--- src/rtl/dvi_seq_pkg.sv ---
// Shared types and helpers for the DVI video sequencer.
//   seq_state_e : sequencer FSM state
//   colour_t    : {r, g, b} pixel, 8 bits per channel
//   COUNT_W     : width of the raster counters
//   in_region() : true when a counter lies in [start, start + len)
package dvi_seq_pkg;

  localparam int unsigned COUNT_W = 12;

  typedef enum logic [1:0] {
    StIdle,
    StRun,
    StStopping
  } seq_state_e;

  typedef struct packed {
    logic [7:0] r;
    logic [7:0] g;
    logic [7:0] b;
  } colour_t;

  function automatic logic in_region(logic [COUNT_W-1:0] cnt, int unsigned start,
                                     int unsigned len);
    return (32'(cnt) >= start) && (32'(cnt) < start + len);
  endfunction

endpackage

--- src/rtl/dvi_raster_counter.sv ---
// Horizontal/vertical raster counters with region flags.
// Origin (0,0) is the first active pixel; each axis runs active, front porch,
// sync, back porch. Counters are held at 0 while i_run is low.
//   i_clk, i_rst : pixel clock, synchronous active-high reset
//   i_run        : advance counters this cycle
//   o_h, o_v     : current column / line
//   o_active     : (o_h, o_v) is inside the active picture
//   o_hsync      : o_h is inside the hsync region
//   o_vsync      : o_v is inside the vsync region
//   o_last       : last pixel of the frame
module dvi_raster_counter
  import dvi_seq_pkg::*;
#(
  parameter int unsigned H_ACTIVE = 640,
  parameter int unsigned H_FP     = 16,
  parameter int unsigned H_SYNC   = 96,
  parameter int unsigned H_BP     = 48,
  parameter int unsigned V_ACTIVE = 480,
  parameter int unsigned V_FP     = 10,
  parameter int unsigned V_SYNC   = 2,
  parameter int unsigned V_BP     = 33
) (
  input  logic               i_clk,
  input  logic               i_rst,
  input  logic               i_run,
  output logic [COUNT_W-1:0] o_h,
  output logic [COUNT_W-1:0] o_v,
  output logic               o_active,
  output logic               o_hsync,
  output logic               o_vsync,
  output logic               o_last
);

  localparam int unsigned HTotal = H_ACTIVE + H_FP + H_SYNC + H_BP;
  localparam int unsigned VTotal = V_ACTIVE + V_FP + V_SYNC + V_BP;
  localparam logic [COUNT_W-1:0] HLast = COUNT_W'(HTotal - 1);
  localparam logic [COUNT_W-1:0] VLast = COUNT_W'(VTotal - 1);

  logic [COUNT_W-1:0] h_q, h_d, v_q, v_d;
  logic               h_wrap, v_wrap;

  always_comb begin
    h_wrap = (h_q == HLast);
    v_wrap = (v_q == VLast);
    h_d    = h_q;
    v_d    = v_q;
    if (!i_run) begin
      h_d = '0;
      v_d = '0;
    end else if (h_wrap) begin
      h_d = '0;
      v_d = v_wrap ? '0 : v_q + COUNT_W'(1);
    end else begin
      h_d = h_q + COUNT_W'(1);
    end
  end

  always_ff @(posedge i_clk) begin
    if (i_rst) begin
      h_q <= '0;
      v_q <= '0;
    end else begin
      h_q <= h_d;
      v_q <= v_d;
    end
  end

  assign o_h      = h_q;
  assign o_v      = v_q;
  assign o_active = (32'(h_q) < H_ACTIVE) && (32'(v_q) < V_ACTIVE);
  assign o_hsync  = in_region(h_q, H_ACTIVE + H_FP, H_SYNC);
  assign o_vsync  = in_region(v_q, V_ACTIVE + V_FP, V_SYNC);
  assign o_last   = h_wrap && v_wrap;

endmodule

--- src/rtl/dvi_video_sequencer.sv ---
// Raster timing and pixel fetch for three TMDS DVI encoders.
// Counter state at cycle t produces the FIFO read strobe at t+1 and the
// registered DE/sync/colour/position at t+2. Start and stop are frame aligned;
// an empty FIFO on an active pixel yields black and sets a sticky flag.
// Optional build macro DVI_SEQ_TEST_PATTERN_EN adds i_test (8 colour bars,
// no FIFO reads, no underrun).
//   i_clk, i_rst        : pixel clock, synchronous active-high reset
//   i_en                : run request (level)
//   i_pix_data/_empty   : show-ahead FIFO head and empty flag
//   o_pix_rd            : FIFO pop strobe, one cycle ahead of o_de
//   i_underrun_clr      : clears o_underrun (a new underrun wins)
//   o_de, o_ctrl_b      : encoder DE and blue-channel {vsync, hsync}
//   o_r, o_g, o_b       : encoder pixel data
//   o_x, o_y            : position of the current o_de pixel
//   o_frame_start       : pulse with the first DE pixel of a frame
//   o_underrun, o_busy  : sticky underrun flag, sequencer not idle
module dvi_video_sequencer
  import dvi_seq_pkg::*;
#(
  parameter int unsigned H_ACTIVE = 640,
  parameter int unsigned H_FP     = 16,
  parameter int unsigned H_SYNC   = 96,
  parameter int unsigned H_BP     = 48,
  parameter int unsigned V_ACTIVE = 480,
  parameter int unsigned V_FP     = 10,
  parameter int unsigned V_SYNC   = 2,
  parameter int unsigned V_BP     = 33,
  parameter bit          H_POL    = 1'b0,
  parameter bit          V_POL    = 1'b0
) (
  input  logic               i_clk,
  input  logic               i_rst,
  input  logic               i_en,
  input  logic [23:0]        i_pix_data,
  input  logic               i_pix_empty,
`ifdef DVI_SEQ_TEST_PATTERN_EN
  input  logic               i_test,
`endif
  input  logic               i_underrun_clr,
  output logic               o_pix_rd,
  output logic               o_de,
  output logic [1:0]         o_ctrl_b,
  output logic [7:0]         o_r,
  output logic [7:0]         o_g,
  output logic [7:0]         o_b,
  output logic [COUNT_W-1:0] o_x,
  output logic [COUNT_W-1:0] o_y,
  output logic               o_frame_start,
  output logic               o_underrun,
  output logic               o_busy
);

  seq_state_e         state_q, state_d;
  logic               run;
  logic               test_mode;

  logic [COUNT_W-1:0] h_cnt, v_cnt;
  logic               active, hsync_act, vsync_act, last_pix;

  // Stage 1: registered one cycle after the counter state
  logic               rd_q, rd_d;
  logic               s1_de_q, s1_hs_q, s1_vs_q, s1_fs_q;
  logic [COUNT_W-1:0] s1_x_q, s1_y_q;
  logic               underrun_q, underrun_d, under_set;

  // Stage 2: encoder-facing registers
  logic               de_q, fs_q;
  logic [1:0]         ctrl_q;
  logic [COUNT_W-1:0] x_q, y_q;
  colour_t            colour_q, colour_d;

  dvi_raster_counter #(
    .H_ACTIVE (H_ACTIVE),
    .H_FP     (H_FP),
    .H_SYNC   (H_SYNC),
    .H_BP     (H_BP),
    .V_ACTIVE (V_ACTIVE),
    .V_FP     (V_FP),
    .V_SYNC   (V_SYNC),
    .V_BP     (V_BP)
  ) u_raster (
    .i_clk    (i_clk),
    .i_rst    (i_rst),
    .i_run    (run),
    .o_h      (h_cnt),
    .o_v      (v_cnt),
    .o_active (active),
    .o_hsync  (hsync_act),
    .o_vsync  (vsync_act),
    .o_last   (last_pix)
  );

`ifdef DVI_SEQ_TEST_PATTERN_EN
  logic [2:0] bar_idx;
  assign test_mode = i_test;
  assign bar_idx   = 3'((32'(s1_x_q) * 32'd8) / H_ACTIVE);
`else
  assign test_mode = 1'b0;
`endif

  // FSM state register
  always_ff @(posedge i_clk) begin
    if (i_rst) state_q <= StIdle;
    else       state_q <= state_d;
  end

  // FSM next state
  always_comb begin
    state_d = state_q;
    unique case (state_q)
      StIdle:     if (i_en) state_d = StRun;
      StRun:      if (!i_en) state_d = StStopping;
      StStopping: begin
        // A re-request wins over the frame end so timing is never disturbed
        if (i_en)          state_d = StRun;
        else if (last_pix) state_d = StIdle;
      end
      default:    state_d = StIdle;
    endcase
  end

  // FSM outputs
  always_comb begin
    run    = (state_q != StIdle);
    o_busy = run;
  end

  always_comb begin
    rd_d       = run && active && !i_pix_empty && !test_mode;
    under_set  = run && active && i_pix_empty && !test_mode;
    underrun_d = under_set | (underrun_q & ~i_underrun_clr);
  end

  always_comb begin
    colour_d = '0;
    if (rd_q) colour_d = i_pix_data;
`ifdef DVI_SEQ_TEST_PATTERN_EN
    if (test_mode && s1_de_q) begin
      colour_d = '{r: {8{bar_idx[2]}}, g: {8{bar_idx[1]}}, b: {8{bar_idx[0]}}};
    end
`endif
  end

  always_ff @(posedge i_clk) begin
    if (i_rst) begin
      rd_q       <= 1'b0;
      s1_de_q    <= 1'b0;
      s1_hs_q    <= 1'b0;
      s1_vs_q    <= 1'b0;
      s1_fs_q    <= 1'b0;
      s1_x_q     <= '0;
      s1_y_q     <= '0;
      underrun_q <= 1'b0;
      de_q       <= 1'b0;
      fs_q       <= 1'b0;
      ctrl_q     <= {~V_POL, ~H_POL};
      x_q        <= '0;
      y_q        <= '0;
      colour_q   <= '0;
    end else begin
      rd_q       <= rd_d;
      s1_de_q    <= run && active;
      s1_hs_q    <= run && hsync_act;
      s1_vs_q    <= run && vsync_act;
      s1_fs_q    <= run && (h_cnt == '0) && (v_cnt == '0);
      s1_x_q     <= h_cnt;
      s1_y_q     <= v_cnt;
      underrun_q <= underrun_d;
      de_q       <= s1_de_q;
      fs_q       <= s1_fs_q;
      ctrl_q     <= {s1_vs_q ? V_POL : ~V_POL, s1_hs_q ? H_POL : ~H_POL};
      x_q        <= s1_x_q;
      y_q        <= s1_y_q;
      colour_q   <= colour_d;
    end
  end

  assign o_pix_rd      = rd_q;
  assign o_de          = de_q;
  assign o_ctrl_b      = ctrl_q;
  assign o_r           = colour_q.r;
  assign o_g           = colour_q.g;
  assign o_b           = colour_q.b;
  assign o_x           = x_q;
  assign o_y           = y_q;
  assign o_frame_start = fs_q;
  assign o_underrun    = underrun_q;

endmodule

--- config.mk ---
export PLATFORM = sky130hd
export DESIGN_NAME = dvi_video_sequencer
export DESIGN_NICKNAME = d
export VERILOG_FILES = /design/src/rtl/dvi_seq_pkg.sv /design/src/rtl/dvi_raster_counter.sv /design/src/rtl/dvi_video_sequencer.sv
export SDC_FILE = /design/constraint.sdc
export NUM_CORES = 1
export LEC_CHECK = 0
export ABC_AREA = 1
export BUFFER_PORTS_ARGS = -buffer_cell sky130_fd_sc_hd__buf_4
export CAP_MARGIN = 15
export CORE_AREA = 2 2 111 81
export CTS_CLUSTER_SIZE = 8
export DETAILED_ROUTE_END_ITERATION = 10
export DIE_AREA = 0 0 113 83
export PLACE_DENSITY = 0.76
export SETUP_SLACK_MARGIN = 0.2
export SYNTH_ARGS = -nofsm -noshare
export SYNTH_HDL_FRONTEND = slang
export SYNTH_HIERARCHICAL = 1
export SYNTH_SLANG_ARGS = --single-unit
--- constraint.sdc ---
create_clock -name i_clk -period 2.2 [get_ports i_clk]
set_clock_uncertainty 0.1 [all_clocks]
set_input_delay 0.22 -clock i_clk [delete_from_list [all_inputs] [get_ports i_clk]]
set_output_delay 0.22 -clock i_clk [all_outputs]
set_load 0.05 [all_outputs]
==> metrics.yaml, run 1 <==
status:
  status: "finished, violations left"
  violations: "design-rule violations"
sta:
  max_slew_margin_pct: 72.6
  rsz0062_at_grt: "no"
  fin_ws_ns: 0.433
  hold_ws_ns: 0.00351
  hold_viol: 0
  slew_violations: 0
  fin_tns_setup_ns: 0
  tightestPinTransition_ns: 0.410
  setup_viol: 0
  min_period_ns: 1.77
  period_share_pct: 80.3
  fmax_mhz: 566
synth:
  syn-num-nets: 553
  yosysSeqAreaShare_pct: 53.2
  synth_area_leaders: "dfxtp_1, nor2_1, inv_1, nand2_1, nor2_2"
  ys_top_cells_by_count: "nor2_1, inv_1, dfxtp_1"
  synth_area_leader_cell: "dfxtp_1"
  synth_cell_type_count: 29
  synth_top_family_by_area: "simple AND/OR/NAND/NOR gates"
  synthSimpleGateAreaFrac_pct: 28.9
  yosys_most_used_dff: "dfxtp_1"
  synth_seq_cells: 108
  synthAdderAreaFrac_pct: 1.23
  synth.most_common_cell: "nor2_1"
  syn-mean-instance-area_um2: 7.82
  synth.top_cell.area_share_pct: 53.2
  synth_area_um2: 4070
  synthXorXnorAreaFrac_pct: 1.29
  synthMuxAreaShare_pct: 0
  ys_warn_count: 6
  ys_async_sr_fraction_pct: 0
  synth_compound_area_share_pct: 2.71
  synth_edf_count: 0
  synthCells: 520
clock_network:
  cts_sinks: 108
  cts_tree: "built"
  clockRootBuffer: "clkbuf_16"
  post-cts-setup-buffers: 0
  clk-insertion-delay-late_ns: 0.34
  path_clk_slew_ns: 0.07
  cts_inserted_buffers: 9
  ctsLongestPathBuffers: 2
  cts_max_level: 3
final_layout:
  diodes: 0
  area_growth_pct: 27.5
  finalNonFillerCells: 728
  drive_above_1_share_pct: 21.7
  finalInstanceArea_um2: 5180
  fin_util_pct: 62.7
  nets: 651
floorplanning:
  start_util_pct: 49.2
  pin_count: 84
  rows: 28
  core_um2: 8270
  die_w_um: 113
  die_area_um2: 9380
  fp.dieH_um: 83
hold_path:
  hold_class: "in -> reg"
global_route:
  antenna_found_initial: 0
  grt_pass1_wl_um: 13800
  grt_overflow: 0
  busiest_layer: "met2"
  grt.met3_usage_pct: 3.72
  grt_use_met1_pct: 25.8
  met2_usage_pct: 27.4
  grt_pass1_vias: 2989
  grt_start_max_net_pins: 36
  grt_usage_pct: 18.0
setup_path:
  path_cells: "ha_1 -> nand2_1 -> nor2_4 -> nand4_1 -> nand2_1 -> a21oi_1"
  cp-end-kind: "flip-flop"
  cp_num_buf_inv: 0
  crit_type: "reg -> reg"
  worst-path-max-fanout: 8
  arrival_ns: 1.88
  startpoint_type: "flip-flop"
  cpLargestDelayFamily: "simple AND/OR/NAND/NOR gates"
  worstPathRequired_ns: 2.32
  crit_slowest_cell: "dfxtp_1"
  crit_top_cell: "nand2_1"
  critPathMaxStageDelay_ns: 0.41
placed_design:
  dpl.hpwl_um: 5760
  placed_cell_area_um2: 4750
  pre_cts_slack_ns: 0.475
  post-place-cells: 698
  routabilityCongestion: 0.958
  portBuffers: 83
routing:
  ant_nets: 0
  wl_per_cell_um: 11.2
  wirelength_um: 8170
  vias: 3207
  drt_iter0_markers: 333
  vias_per_cell: 4.41
  drt_first_pass_iters: 7
  drc: 8
power_and_ir_drop:
  ir_worst_vdd_v: 0.000400
  cellPowerDensity_nw_per_um2: 712
  leakagePower_nw: 2.34
  power_mw: 3.69
job:
  drv_cap: 0
[path summary, 6_finish.rpt]
check | depth (start not counted) | slack [ns] | endpoint | startpoint
max reg2reg | 6 | 0.43 | u_raster/o_v[6] | u_raster/o_h[0]
min reg2reg | 1 | 0.27 | o_ctrl_b[1] | s1_vs_q
max | 6 | 0.43 | u_raster/o_v[6] | u_raster/o_h[0]
min | 3 | 0.004 | o_b[4] | i_pix_data[4]
[layer usage]
layer  up-vias  part of all wire (%)
met4         0                  0.78
met2       102                    43
met3         6                   7.7
li1       1723                     -
met5         -                     0
met1      1376                    48
[layout make-up]
type	instances	area [um2]
fillers	688	3080
flip-flops and latches	108	2160
multi-input cells	285	1390
repair buffers	98	771
inverters	116	443
clock buffers	10	229
well taps	105	131
clock inverters	6	60.1
[cell usage in the layout (no fill, tap or decap), types with 3 or more instances in the layout]
cell type,count
nand2_1,68
inv_1,110
nand4_1,7
o21ai_0,3
dlygate4sd3_1,14
nor2_4,4
inv_2,4
nor3_1,6
nand3b_1,3
clkbuf_16,9
dfxtp_1,108
a21oi_1,15
nor2_2,15
nand3_2,3
ha_1,4
xor2_1,6
nor4_1,3
buf_4,84
nand3_1,18
nand2_2,3
nor2_1,117
[kinds of logic after synthesis]
| logic type | Yosys count |
|---|---|
| AND/OR/NAND/NOR | 254 |
| buffers and inverters | 127 |
| adder cells (fa/ha/maj) | 4 |
| XOR/XNOR | 6 |
| AO/OA/AOI/OAI | 21 |
| flip-flops | 108 |
[sequential cells by signal, summed over array words and instances, names as in the netlist, 2 cells and up]
name          count
u_raster/o_h     12
state_q           2
o_r               8
o_b               8
o_y              12
u_raster/o_v     12
s1_y_q           12
o_g               8
o_ctrl_b          2
o_x              12
s1_x_q           12
[power by group]
group / total, mW / switching [mW] / internal (mW)
Sequential: 1.97 / 0.00650 / 1.97
Clock: 1.53 / 0.737 / 0.792
Combinational: 0.188 / 0.110 / 0.0784
Total: 3.69 / 0.854 / 2.84
[worst min-delay path, cell delays in order]
cell,delay [ns]
buf_4,0.08
inv_1,0.03
nor2_2,0.08
[repair_timing]
item / 4_1_cts / 5_1_grt
hold buffers: 14 / 0
gates resized for setup: 0 / 0
endpoints found under the hold margin: 15 / 0
Note: power is estimated with default switching activity, not from simulation.
==> run 2, diff against run 1 <==
ABC_AREA = 0   (was 1)
CORE_AREA = 2 2 108 79   (was 2 2 111 81)
DIE_AREA = 0 0 110 81   (was 0 0 113 83)
PLACE_DENSITY = 0.75   (was 0.76)
clock period = 1.6 ns   (was 2.2 ns; I/O delays follow)
==> metrics.yaml, run 2 <==
sta:
  setup_viol: 23  # +23
  slew_violations: 0  # unchanged
  tightestPinTransition_ns: 0.490  # +0.0791 ns
  period_share_pct: 130  # +50 points
  rsz0062_at_grt: "yes"
  min_period_ns: 2.08  # +0.312 ns
  hold_viol: 0  # unchanged
  fmax_mhz: 481  # -15%
  fin_tns_setup_ns: -8.87  # -8.87 ns
  fin_ws_ns: -0.479  # -0.912 ns
  max_slew_margin_pct: 67.3  # -5.3 points
setup_path:
  critPathLaunch: "u_raster/o_h[7]"
  crit_type: "reg -> reg"
  r2r_start: "u_raster/o_h[7]"
  startpoint_type: "flip-flop"
  worst-path-max-fanout: 5  # -3
  arrival_ns: 2.24  # +0.36 ns
  worstPathRequired_ns: 1.76  # -0.56 ns
  cp-end-kind: "flip-flop"
final_layout:
  nets: 532  # -18%
  final_cell_mix: "buf_4, dfxtp_1, nor2b_1"
  drive_above_1_share_pct: 39.5  # +18 points
  finalInstanceArea_um2: 5400  # +4.2%
  diodes: 0  # unchanged
  fillers: 555  # -19%
  final_common_cell: "buf_4"
  area_growth_pct: 50.6
clock_network:
  ctsLongestPathBuffers: 2  # unchanged
  cts_inserted_buffers: 9  # unchanged
  clk-insertion-delay-late_ns: 0.37  # +0.03 ns
  clockRootBuffer: "clkbuf_8"
  path_clk_slew_ns: 0.10  # +0.03 ns
  cts_max_level: 3  # unchanged
  cts_tree: "built"
  cts_sinks: 108  # unchanged
status:
  violations: "negative setup slack"
  status: "finished, violations left"
floorplanning:
  rows: 28  # unchanged
  core_um2: 8020  # -3.0%
  pin_count: 84  # unchanged
  fp.dieH_um: 81  # -2.4%
  die_w_um: 110  # -2.7%
  start_util_pct: 44.7  # -4.5 points
  die_area_um2: 8910  # -5.0%
synth:
  synth_area_leaders: "dfxtp_1, nor2b_1, and2_1, xnor2_1, nor2_1"
  synth_edf_count: 0  # unchanged
  ys_top_cells_by_count: "dfxtp_1, nor2b_1, nor2_1"
  synthCells: 337  # -35%
  synth_area_um2: 3590  # -12%
  synth_seq_cells: 108  # unchanged
  syn-num-nets: 370  # -33%
  synth.most_common_cell: "dfxtp_1"
  syn-mean-instance-area_um2: 10.6  # +36%
  synth_cell_type_count: 43  # +48%
  synth.top_cell.area_share_pct: 60.3  # +7.1 points
  yosysSeqAreaShare_pct: 60.3  # +7.1 points
  ys_async_sr_fraction_pct: 0  # unchanged
  ys_warn_count: 6  # unchanged
  synth_area_leader_cell: "dfxtp_1"
  yosys_most_used_dff: "dfxtp_1"
placed_design:
  placed_cell_area_um2: 4640  # -2.3%
  routabilityCongestion: 0.847  # -12%
  dpl.hpwl_um: 5670  # -1.5%
  portBuffers: 83  # unchanged
power_and_ir_drop:
  power_mw: 4.74  # +28%
  leakagePower_nw: 2.22  # -4.9%
  ir_worst_vdd_v: 0.000587  # +47%
  cellPowerDensity_nw_per_um2: 877  # +23%
job:
  drv_cap: 0  # unchanged
global_route:
  antenna_found_initial: 0  # unchanged
  grt_start_max_net_pins: 45  # +25%
  grt_usage_pct: 20.6  # +2.6 points
  grt_pass1_wl_um: 13900  # +0.35%
  grt_overflow: 0  # unchanged
  grt_pass1_vias: 2850  # -4.7%
routing:
  drc: 0  # -8
  vias: 2935  # -8.5%
  wl_per_cell_um: 15.2  # +35%
  highest_layer: "met4"
  drt_first_pass_iters: 4  # -3
  wirelength_um: 9260  # +13%
  wl_met2_um: 4600  # +30%
  vias_per_cell: 4.82  # +9.4%
  wl_met1_um: 3930  # -0.48%
  ant_nets: 0  # unchanged
  drt_iter0_markers: 148  # -56%
  wl_met3_um: 504  # -20%
hold_path:
  hold_class: "in -> reg"
  min-delay-start: "i_rst"
[run 2: final cells by class]
type / instances / area [um2] / share of cell area [%]
multi-input combinational: 212 / 1500 / 27.7
inverter: 8 / 32.5 / 0.602
clock inverter: 6 / 80.1 / 1.48
tap: 105 / 131 / 2.43
sequential: 108 / 2180 / 40.4
clock buffer: 10 / 138 / 2.55
timing repair buffer: 160 / 1340 / 24.8
[run 2: worst max-delay path, stage by stage (launching register included)]
cell       delay (ns)
dfxtp_2          0.33
or4b_4           0.56
or3_4            0.39
buf_6            0.14
o21ai_4          0.21
clkbuf_16        0.20
a21oi_2          0.03
[run 2: cells by family (layout without fill, tap and decap cells)]
logic type	after synthesis	count (layout)	synth area share [%]
AO/OA/AOI/OAI	17	17	2.93
XOR/XNOR	15	15	3.66
adder cells (fa/ha/maj)	4	4	1.40
buffers and inverters	18	184	2.37
flip-flops	108	108	60.3
multiplexers	2	2	0.558
AND/OR/NAND/NOR	173	174	28.8
[run 2: path summary, 6_finish.rpt]
| check | endpoint | slack, ns | cells after the start |
|---|---|---|---|
| setup / recovery | u_raster/o_v[11] | -0.48 | 6 |
| hold / removal | u_raster/o_v[9] | 0.12 | 4 |
| setup reg to reg | u_raster/o_v[11] | -0.48 | 6 |
| hold reg to reg | o_ctrl_b[0] | 0.27 | 1 |
[run 2: repair_timing]
item | CTS | global route
buffers inserted | 8 | 0
resized for setup | 22 | 28
pin swaps | 4 | 6
hold buffers | 28 | 0
endpoints found under the setup margin | 27 | 30
cloned | 1 | 1
hold endpoints to repair | 38 | 0
[run 2: power breakdown]
group / total, mW / switching [mW] / internal, mW
sequential: 2.71 / 0.00773 / 2.70
clock: 1.73 / 0.932 / 0.795
combinational: 0.300 / 0.145 / 0.154
total: 4.74 / 1.08 / 3.65
[run 2: per-stage QoR]
step	util, %	hold slack [ns]	cells	worst slack [ns]
after global routing	67.3	0.131	609	-0.512
after global placement	57.9	0.226	555	-0.411
after detailed placement	57.9	0.230	555	-0.435
after CTS	65.7	0.0949	608	-0.432
after floorplan	-	0.132	337	-0.379
final	67.3	0.117	609	-0.479
[run 2: layer usage]
metal / up-vias / GRT usage, %
li1: 1440 / -
met1: 1390 / 25.4
met2: 78 / 34.3
met3: 27 / 6.58
met4: 0 / 6.84
met5: - / 0
